--- src/rtl/hex_scan_ctrl.sv ---
// Four-digit multiplexed hex display scanner with a one-entry load buffer.
// Latency: a load shows one cycle after accept when idle, else from the next frame; load_ready is low while a value is pending.
module hex_scan_ctrl #(
   parameter int unsigned TICK_DIV = 50000
) (
   input  logic        clk,
   input  logic        rst,
   input  logic        enable,
   input  logic        load_valid,
   input  logic [15:0] load_data,
   output logic        load_ready,
   input  logic        blank_lz,
   output logic [3:0]  dec_in,
   output logic [3:0]  digit_en,
   output logic        frame_done
);
   typedef enum logic {IDLE, SCAN} state_t;

   localparam logic [15:0] CNT_LAST = 16'(TICK_DIV - 1);

   state_t      state_q, state_d;
   logic [15:0] disp_q, disp_d;
   logic [15:0] pend_q, pend_d;
   logic        pend_vld_q, pend_vld_d;
   logic [15:0] cnt_q, cnt_d;
   logic [1:0]  idx_q, idx_d;
   logic        slot_end;
   logic        frame_end;
   logic [3:0]  blank;

   assign slot_end  = (state_q == SCAN) && (cnt_q == CNT_LAST);
   assign frame_end = slot_end && (idx_q == 2'd3);

   always_comb begin
      state_d    = state_q;
      disp_d     = disp_q;
      pend_d     = pend_q;
      pend_vld_d = pend_vld_q;
      cnt_d      = cnt_q;
      idx_d      = idx_q;

      if (load_valid && !pend_vld_q) begin
         pend_d     = load_data;
         pend_vld_d = 1'b1;
      end
      // Only swap the shown value between frames so a frame is never torn.
      if (pend_vld_q && ((state_q == IDLE) || frame_end)) begin
         disp_d     = pend_q;
         pend_vld_d = 1'b0;
      end

      case (state_q)
         IDLE: begin
            cnt_d = 16'd0;
            idx_d = 2'd0;
            if (enable) state_d = SCAN;
         end
         SCAN: begin
            if (!enable) begin
               state_d = IDLE;
               cnt_d   = 16'd0;
               idx_d   = 2'd0;
            end else if (slot_end) begin
               cnt_d = 16'd0;
               idx_d = idx_q + 2'd1;
            end else begin
               cnt_d = cnt_q + 16'd1;
            end
         end
         default: state_d = IDLE;
      endcase
   end

   always_ff @(posedge clk or posedge rst) begin
      if (rst) begin
         state_q    <= IDLE;
         disp_q     <= 16'd0;
         pend_q     <= 16'd0;
         pend_vld_q <= 1'b0;
         cnt_q      <= 16'd0;
         idx_q      <= 2'd0;
      end else begin
         state_q    <= state_d;
         disp_q     <= disp_d;
         pend_q     <= pend_d;
         pend_vld_q <= pend_vld_d;
         cnt_q      <= cnt_d;
         idx_q      <= idx_d;
      end
   end

   // Digit d is dark when it and every digit to its left are zero.
   assign blank[0] = 1'b0;
   assign blank[1] = blank_lz && (disp_q[15:4]  == 12'd0);
   assign blank[2] = blank_lz && (disp_q[15:8]  == 8'd0);
   assign blank[3] = blank_lz && (disp_q[15:12] == 4'd0);

   assign load_ready = ~pend_vld_q;
   assign dec_in     = disp_q[{idx_q, 2'b00} +: 4];
   assign frame_done = frame_end;
   assign digit_en   = ((state_q == SCAN) && !blank[idx_q]) ? ~(4'b0001 << idx_q) : 4'hF;

endmodule

--- config.mk ---
export PLATFORM = sky130hd
export DESIGN_NAME = hex_scan_ctrl
export DESIGN_NICKNAME = d
export VERILOG_FILES = /design/src/rtl/hex_scan_ctrl.sv
export SDC_FILE = /design/constraint.sdc
export NUM_CORES = 1
export LEC_CHECK = 0
export CAP_MARGIN = 20
export CORE_MARGIN = 1.5
export CORE_UTILIZATION = 59
export DETAILED_ROUTE_END_ITERATION = 6
export GPL_TIMING_DRIVEN = 1
export MAX_ROUTING_LAYER = met4
export PLACE_DENSITY = 0.84
export SYNTH_ARGS = -nofsm -noshare
export SYNTH_HDL_FRONTEND = slang
export SYNTH_SLANG_ARGS = --single-unit
--- constraint.sdc ---
create_clock -name clk -period 5.6 [get_ports clk]
set_clock_uncertainty 0.05 [all_clocks]
set_input_delay 1.12 -clock clk [delete_from_list [all_inputs] [get_ports clk]]
set_output_delay 1.12 -clock clk [all_outputs]
set_load 0.005 [all_outputs]
**Word level (Yosys, flattened, before mapping)**

Index checks and enable logic that the tools add are counted.
Widths: inputs -> output; s select.

- Bits of input ports: 21
- Output and inout bits: 10
- Word-level logic and storage cells: 44
- Flip-flop bits (word level): 52

- Order comparisons: 1
- Bitwise gates (word level): 3
- Reduce and logical (&&, ||, !) cells: 15
- Shift-type cells: 2
- Equality and inequality tests: 3
- Add/subtract/negate cells: 2
- Mux-type cells: 12

Operators by type and width:

| cell | count |
|---|---|
| $mux 16 | 2 |
| $pmux 16 s2 | 1 |
| $add 16x1->16 const B | 1 |
| $eq 16x16->1 const B | 1 |
| $shiftx 16x5->4 | 1 |
| $logic_not 12->1 | 1 |
| $logic_and 1x1->1 | 8 |
| $logic_not 8->1 | 1 |
| $logic_not 4->1 | 1 |
| $mux 1 | 4 |
| $mux 2 | 2 |
| $mux 4 | 1 |
| $not 4->4 | 1 |
| $pmux 2 s2 | 1 |
| $shl 1x2->4 const A | 1 |
| $lt 2x3->1 const B | 1 |
| $ne 3x2->1 const B | 1 |
| $add 2x1->2 const B | 1 |
| $bmux 1 s2 | 1 |
| $eq 2x2->1 const B | 1 |
| $logic_not 1->1 | 2 |
| $not 1->1 | 2 |
| $reduce_bool 2->1 | 1 |
| $logic_or 1x1->1 | 1 |

**Logic depth before layout (Yosys ltp)**

Gate-level depths: netlist (run 1).

- Depth after elaboration: 7
- Mapped depth: 7
- Depth with buffers taken out: 5

**Least setup slack after synthesis (run 1)**

No wires, ideal clock.

- Path type: register to output
- Start: reg cnt_q[0]
- End: out frame_done
- Arrival: 1.547 ns
- Stages on the path, launching flop included: 6
- Path buffers: 1
- Data required time: 4.430 ns
- Slack: 2.883 ns
- Path through: dfrtp_1 -> ha_1 -> nand3_1 -> or4_1 -> clkbuf_1 -> nor3_1

- Longest elaborated chain between the ends: 3

RTL lines:

| item | RTL line | text |
|---|---|---|
| from (decl) | 25 | `logic [15:0] cnt_q, cnt_d;` |
| from (signal assigned) | 87 | `cnt_q <= cnt_d;` |
| $eq 16x16->1 | 31 | `assign slot_end = (state_q == SCAN) && (cnt_q == CNT_LAST);` |
| $logic_and 1x1->1 | 31 |  |
| $logic_and 1x1->1 | 32 | `assign frame_end = slot_end && (idx_q == 2'd3);` |
| to (decl) | 15 | `output logic frame_done` |

No other way between the ends.

**Final worst setup path (run 1)**

Same ends and word-level chain as after synthesis.

==> results of run 1 <==
## synthesized netlist by cell type, drive strengths merged, types with 2 or more instances
| library cell | n |
|---|---|
| a21oi | 3 |
| buf | 4 |
| clkbuf | 4 |
| dfrtp | 52 |
| ha | 5 |
| inv | 11 |
| mux2 | 32 |
| mux4 | 4 |
| nand2 | 5 |
| nand3 | 10 |
| nand4 | 4 |
| nor2 | 22 |
| nor3 | 6 |
| nor4 | 6 |
| o21ai | 3 |
| or3 | 2 |
| or4 | 4 |
| xnor2 | 11 |
| xor2 | 2 |
## routing by layer
metal	up-vias	GRT usage
met3	4	0.05000
met5	-	-
met1	798	0.3181
met2	35	0.3284
li1	764	-
met4	0	0.06888
## cell type report
| class | instances | area (sq um) | share of cell area |
|---|---|---|---|
| Multi-Input combinational cell | 128 | 1065 | 0.3665 |
| Clock buffer | 6 | 72.57 | 0.02498 |
| Clock inverter | 2 | 35.03 | 0.01206 |
| Sequential cell | 52 | 1301 | 0.4479 |
| Inverter | 11 | 41.29 | 0.01421 |
| Tap cell | 50 | 62.56 | 0.02153 |
| Timing Repair Buffer | 32 | 327.8 | 0.1128 |
## flip-flops by register name, indices dropped and copies added, names as in the netlist
| register | cells |
|---|---|
| state_q | 1 |
| pend_q | 16 |
| cnt_q | 16 |
| pend_vld_q | 1 |
| idx_q | 2 |
| disp_q | 16 |
## cell families after synthesis
logic type | count (synthesis) | synth area share
flip-flops | 52 | 0.5293
multiplexers | 36 | 0.1969
XOR/XNOR | 13 | 0.04631
adder cells (fa/ha/maj) | 5 | 0.02545
buffers and inverters | 19 | 0.03766
AND/OR/NAND/NOR | 65 | 0.1344
AO/OA/AOI/OAI | 9 | 0.03003
## worst max-delay path by stage
| stage | startpoint | end | slack [ns] | cells past startpoint |
|---|---|---|---|---|
| floorplan | cnt_q[0]$_DFF_PP0_ | frame_done | 2.88 | 5 |
| global placement | blank_lz | digit_en[1] | 2.06 | 4 |
| detailed placement | blank_lz | digit_en[1] | 2.04 | 4 |
| CTS | cnt_q[0]$_DFF_PP0_ | frame_done | 1.97 | 5 |
| global route | cnt_q[0]$_DFF_PP0_ | frame_done | 1.86 | 5 |
| finish | cnt_q[0]$_DFF_PP0_ | frame_done | 1.97 | 5 |
## power breakdown
part / internal (mW) / switching, mW / total [mW]
combinational: 0.139 / 0.0571 / 0.196
clock: 0.133 / 0.116 / 0.249
sequential: 0.457 / 0.0612 / 0.518
## worst max-delay path, stage by stage, from the launching register on
cell             delay [ns]
dfrtp_1                0.41
ha_1                   0.23
nand3_1                0.11
or4_1                  0.66
nor3_1                 0.23
clkdlybuf4s50_1        0.52
## placed cells by master, fill, tap and decap left out
master and instances:
inv_2 1, dfrtp_1 52, clkdlybuf4s50_1 30, or3_1 2, nand2_1 5, bufinv_16 1, o32ai_4 1, nor3_1 6
o221ai_1 1, clkbuf_8 5, nand3_1 10, buf_12 1, ha_1 5, o21ai_1 1, nand4_1 4, and4b_1 1
mux2_4 9, buf_4 1, nand2b_1 1, clkinv_2 1, clkbuf_1 1, a21oi_1 3, nor4_1 6, o211ai_1 1
mux4_2 4, nor2_1 22, and2_1 1, and3_1 1, o21ai_0 2, xor2_1 2, or4_1 4, or3b_1 1
xnor2_1 11, nor2b_1 1, inv_1 10, mux2_2 23
==> out/qor.yml, run 1 <==
synth_top_area_frac: 0.5293
cts_resized: 0
worstMarginPinSlew_ns: 1.033
syn_inst: 199
setup_ws_ns: 1.974
grt_pass1_vias: 1514
core_area_sq_um: 4000
grt_pass1_wl_microns: 7320
area_delta_synth_final_pct: 18.17
cts_tree: "done"
clockBufferDepth: 2
worstPathArrival_ns: 2.46
met1_length_microns: 2072
slew_viol_final: 0
holdPathStages: 1
dp_cells: 272
drtIter0Drc: 160
setup_viol: 0
viasPerCell: 5.698
layout.nets: 256
track_usage: 0.2256
first_pass_iters: 4
highest_layer: "met4"
status: "finished clean"
drive_gt1_frac: 0.2035
end_kind: "primary output"
grt_max_degree: 53
rrSetupSlack_ns: 2.67
tns_ns: 0
period_minus_slack_ns: 3.626
syn_area_per_cell_sq_um: 12.35
wl_per_cell_microns: 15.71
ant_nets: 0
total_power_mw: 0.9622
cts_made_buffers: 5
yosys_warnings: 0
synth-async-reset-ratio: 1.000
r2r_end: "disp_q[13]$_DFFE_PP0P_"
fp-row-count: 23
gp_congestion: 0.8339
final_area_sq_um: 2905
nFillCells: 288
power_density_nw_per_um2: 331.2
place_ws_ns: 2.036
criticalPathCategory: "register to primary output"
p_leak_nw: 1.147
hold_viol: 0
grt_overflow_total: 0
timing.slew.headroom: 0.3070
synth_edf_count: 0
cts_hold_buf: 0
grt_setup_unrepaired: "no"
reg2reg_depth: 5
place_hpwl_microns: 3124
whs_ns: 0.4539
synthesis.area_sq_um: 2459
maxCapViolations: 0
root_buffer: "clkbuf_8"
io-pin-count: 31
ys_seq_area_frac: 0.5293
placed_cell_area_sq_um: 2778
clk_pin_slew_ns: 0.09
drc: 0
max_freq_mhz: 275.8
synth_seq_cells: 52
yosys.cell_types.count: 33
dieArea_sq_um: 4564
finalCritPeriodShare: 0.6475
ir_worst_vdd_mv: 0.2680
post_cts_buffers: 0
tritoncts_num_sinks: 52
htree_levels: 2
wl_met3_microns: 131
insertion_delay_ns: 0.30
hold_path_end: "disp_q[4]$_DFFE_PP0P_"
met2_length_microns: 2169
critPathRequiredTime_ns: 4.43
port_buffers: 30
die_h_microns: 67.56
stdcell_count: 281
synth_area_leaders: "dfrtp_1 53%, mux2_2 11%, mux2_4 5.5%"
yosys_most_used_dff: "dfrtp_1"
antenna_found_initial: 0
r2r-start: "cnt_q[0]$_DFF_PP0_"
fp.dieW_microns: 67.56
critPathMaxFanout: 8
hp-class: "register to register"
final_util: 0.7263
startpoint_type: "register"
yosys.area.top_type: "dfrtp_1"
dr_total_vias: 1601
wl_microns: 4415
antenna_cells: 0
worstHoldStart: "pend_q[4]$_DFFE_PP0P_"
synthesis.nets: 225
initial_utilization: 0.6146
(Power assumes the default switching activity.)
==> inputs of run 2 (changes only) <==
--- a/config.mk
+++ b/config.mk
@@ -7,11 +7,11 @@
 export LEC_CHECK = 0
 export CAP_MARGIN = 20
 export CORE_MARGIN = 1.5
-export CORE_UTILIZATION = 59
+export CORE_UTILIZATION = 49
 export DETAILED_ROUTE_END_ITERATION = 6
 export GPL_TIMING_DRIVEN = 1
 export MAX_ROUTING_LAYER = met4
-export PLACE_DENSITY = 0.84
+export PLACE_DENSITY = 0.75
 export SYNTH_ARGS = -nofsm -noshare
 export SYNTH_HDL_FRONTEND = slang
 export SYNTH_SLANG_ARGS = --single-unit
==> constraint.sdc (replaced) <==
create_clock -name clk -period 2.9 [get_ports clk]
set_clock_uncertainty 0.05 [all_clocks]
set_input_delay 0.58 -clock clk [delete_from_list [all_inputs] [get_ports clk]]
set_output_delay 0.58 -clock clk [all_outputs]
set_load 0.005 [all_outputs]
==> out/qor.yml, run 2 (same netlist as run 1, synthesis figures left out) <==
clk_pin_slew_ns: 0.10
insertion_delay_ns: 0.31
max_freq_mhz: 356.0
multiInputGateArea_sq_um: 1102
criticalPathCategory: "register to primary output"
crit_start: "cnt_q[0]$_DFF_PP0_"
viasPerCell: 5.281
startpoint_type: "register"
fp.dieW_microns: 73.84
grt_pass1_wl_microns: 7314
io-pin-count: 31
place_hpwl_microns: 3086
period_minus_slack_ns: 2.809
r2r-start: "cnt_q[0]$_DFF_PP0_"
worstPathArrival_ns: 2.18
core_area_sq_um: 4786
final_util: 0.6280
antenna_found_initial: 0
clockBufferDepth: 2
tritoncts_num_sinks: 52
area_delta_synth_final_pct: 22.24
ir_worst_vdd_mv: 0.4263
drtIter0Drc: 125
cts_made_buffers: 5
grt_overflow_total: 0
dr_total_vias: 1616
setup_viol: 0
wl_microns: 4422
grt_pass1_vias: 1539
total_power_mw: 1.825
track_usage: 0.1862
critPathMaxFanout: 3
seq_area_sq_um: 1303
drc: 0
reg2reg_depth: 7
cp_slowest_cell: "clkdlybuf4s50_1"
root_buffer: "clkbuf_8"
nFillCells: 372
grt_max_degree: 53
htree_levels: 2
die_h_microns: 73.84
gp_congestion: 0.8578
slew_viol_final: 0
timing.slew.headroom: 0.5656
hold_viol: 0
ant_nets: 0
r2r_end: "disp_q[2]$_DFFE_PP0P_"
final_cell_mix: "51 x dfrtp_1, 26 x clkdlybuf4s50_1, 23 x mux2_2"
wl_per_cell_microns: 14.45
max_stage_delay_ns: 0.52
power_density_nw_per_um2: 607.3
reg_top3: "cnt_q (16), disp_q (16), pend_q (16)"
status: "finished clean"
grt_setup_unrepaired: "no"
fp-row-count: 25
path_cells: "ha_2 -> nand3_1 -> or4_4 -> nor3_2 -> clkdlybuf4s50_1"
critPathRequiredTime_ns: 2.27
finalCritPeriodShare: 0.9687
end_kind: "primary output"
drive_gt1_frac: 0.2720
whs_ns: 0.4602
antenna_cells: 0
layout.nets: 264
dieArea_sq_um: 5452
port_buffers: 30
crit_path_end: "frame_done"
first_pass_iters: 4
rrSetupSlack_ns: 0.41
cts_tree: "done"
hp-class: "register to register"
p_leak_nw: 1.190
maxCapViolations: 0
tns_ns: 0
worstMarginPinSlew_ns: 0.6515
initial_utilization: 0.5137
mostFrequentLayoutCell: "dfrtp_1"
==> run 2: cell types whose count changed in the layout (fill, tap and decap cells not counted), sizes merged <==
| cell | change |
|---|---|
| buf | +8 |
| clkdlybuf4s50 | -4 |
| inv | +3 |
| dlygate4sd2 | +2 |
| dlymetal6s2s | +2 |
| bufinv | -1 |
| clkbuf | -1 |
| clkinv | -1 |
==> run 2: area by class of cell <==
type	instances	share of cell area
clock inverters	3	0.009575
multi-input cells	128	0.3668
inverters	11	0.01374
clock buffers	5	0.02290
repair buffers	40	0.1257
flip-flops and latches	52	0.4334
well taps	67	0.02789
==> run 2: how the worst min path moves through the flow <==
stage	from	end	slack (ns)	cells past startpoint
6_report	pend_q[15]$_DFFE_PP0P_	disp_q[15]$_DFFE_PP0P_	0.46	1
5_1_grt	pend_q[15]$_DFFE_PP0P_	disp_q[15]$_DFFE_PP0P_	0.49	1
4_1_cts	pend_q[15]$_DFFE_PP0P_	disp_q[15]$_DFFE_PP0P_	0.47	1
3_5_place_dp	pend_q[15]$_DFFE_PP0P_	disp_q[15]$_DFFE_PP0P_	0.44	1
3_3_place_gp	pend_q[10]$_DFFE_PP0P_	disp_q[10]$_DFFE_PP0P_	0.44	1
2_1_floorplan	pend_q[12]$_DFFE_PP0P_	pend_q[12]$_DFFE_PP0P_	0.42	1
==> run 2: worst max-delay path: cells and delay by family (launching register included) <==
| family | cells | cell delay (ns) |
|---|---|---|
| AND/OR/NAND/NOR | 3 | 0.77 |
| buffers and inverters | 1 | 0.52 |
| flip-flops | 1 | 0.38 |
| adder cells (fa/ha/maj) | 1 | 0.21 |
==> run 2: where the power goes <==
group	internal, mW	leakage (nW)	switching, mW
logic	0.275	0.493	0.115
registers	0.882	0.646	0.114
clock network	0.182	0.0511	0.256
total	1.34	1.19	0.485
==> run 2: metal layers <==
metal / track usage / vias up / wire, microns
li1: - / 780 / -
met1: 0.2576 / 796 / 2138
met2: 0.2693 / 36 / 2103
met3: 0.04115 / 4 / 143
met4: 0.06790 / 0 / 37
met5: - / - / 0
==> run 2: metrics by stage <==
step | setup slack (ns) | cells | instance area [sq um]
2_1_floorplan | 0.4522 | 199 | 2459
4_1_cts | 0.005699 | 305 | 2963
3_3_place_gp | 0.3597 | 295 | 2844
3_5_place_dp | 0.2931 | 295 | 2844
5_1_grt | 0.009230 | 306 | 3005
6_report | 0.09081 | 306 | 3005
==> run 2: what timing repair did <==
action	4_1_cts	5_1_grt
buffers inserted	2	1
endpoints found under the setup margin	5	3
gates resized for setup	4	10
gates cloned	0	0
hold buffers	0	0
pin swaps	2	2
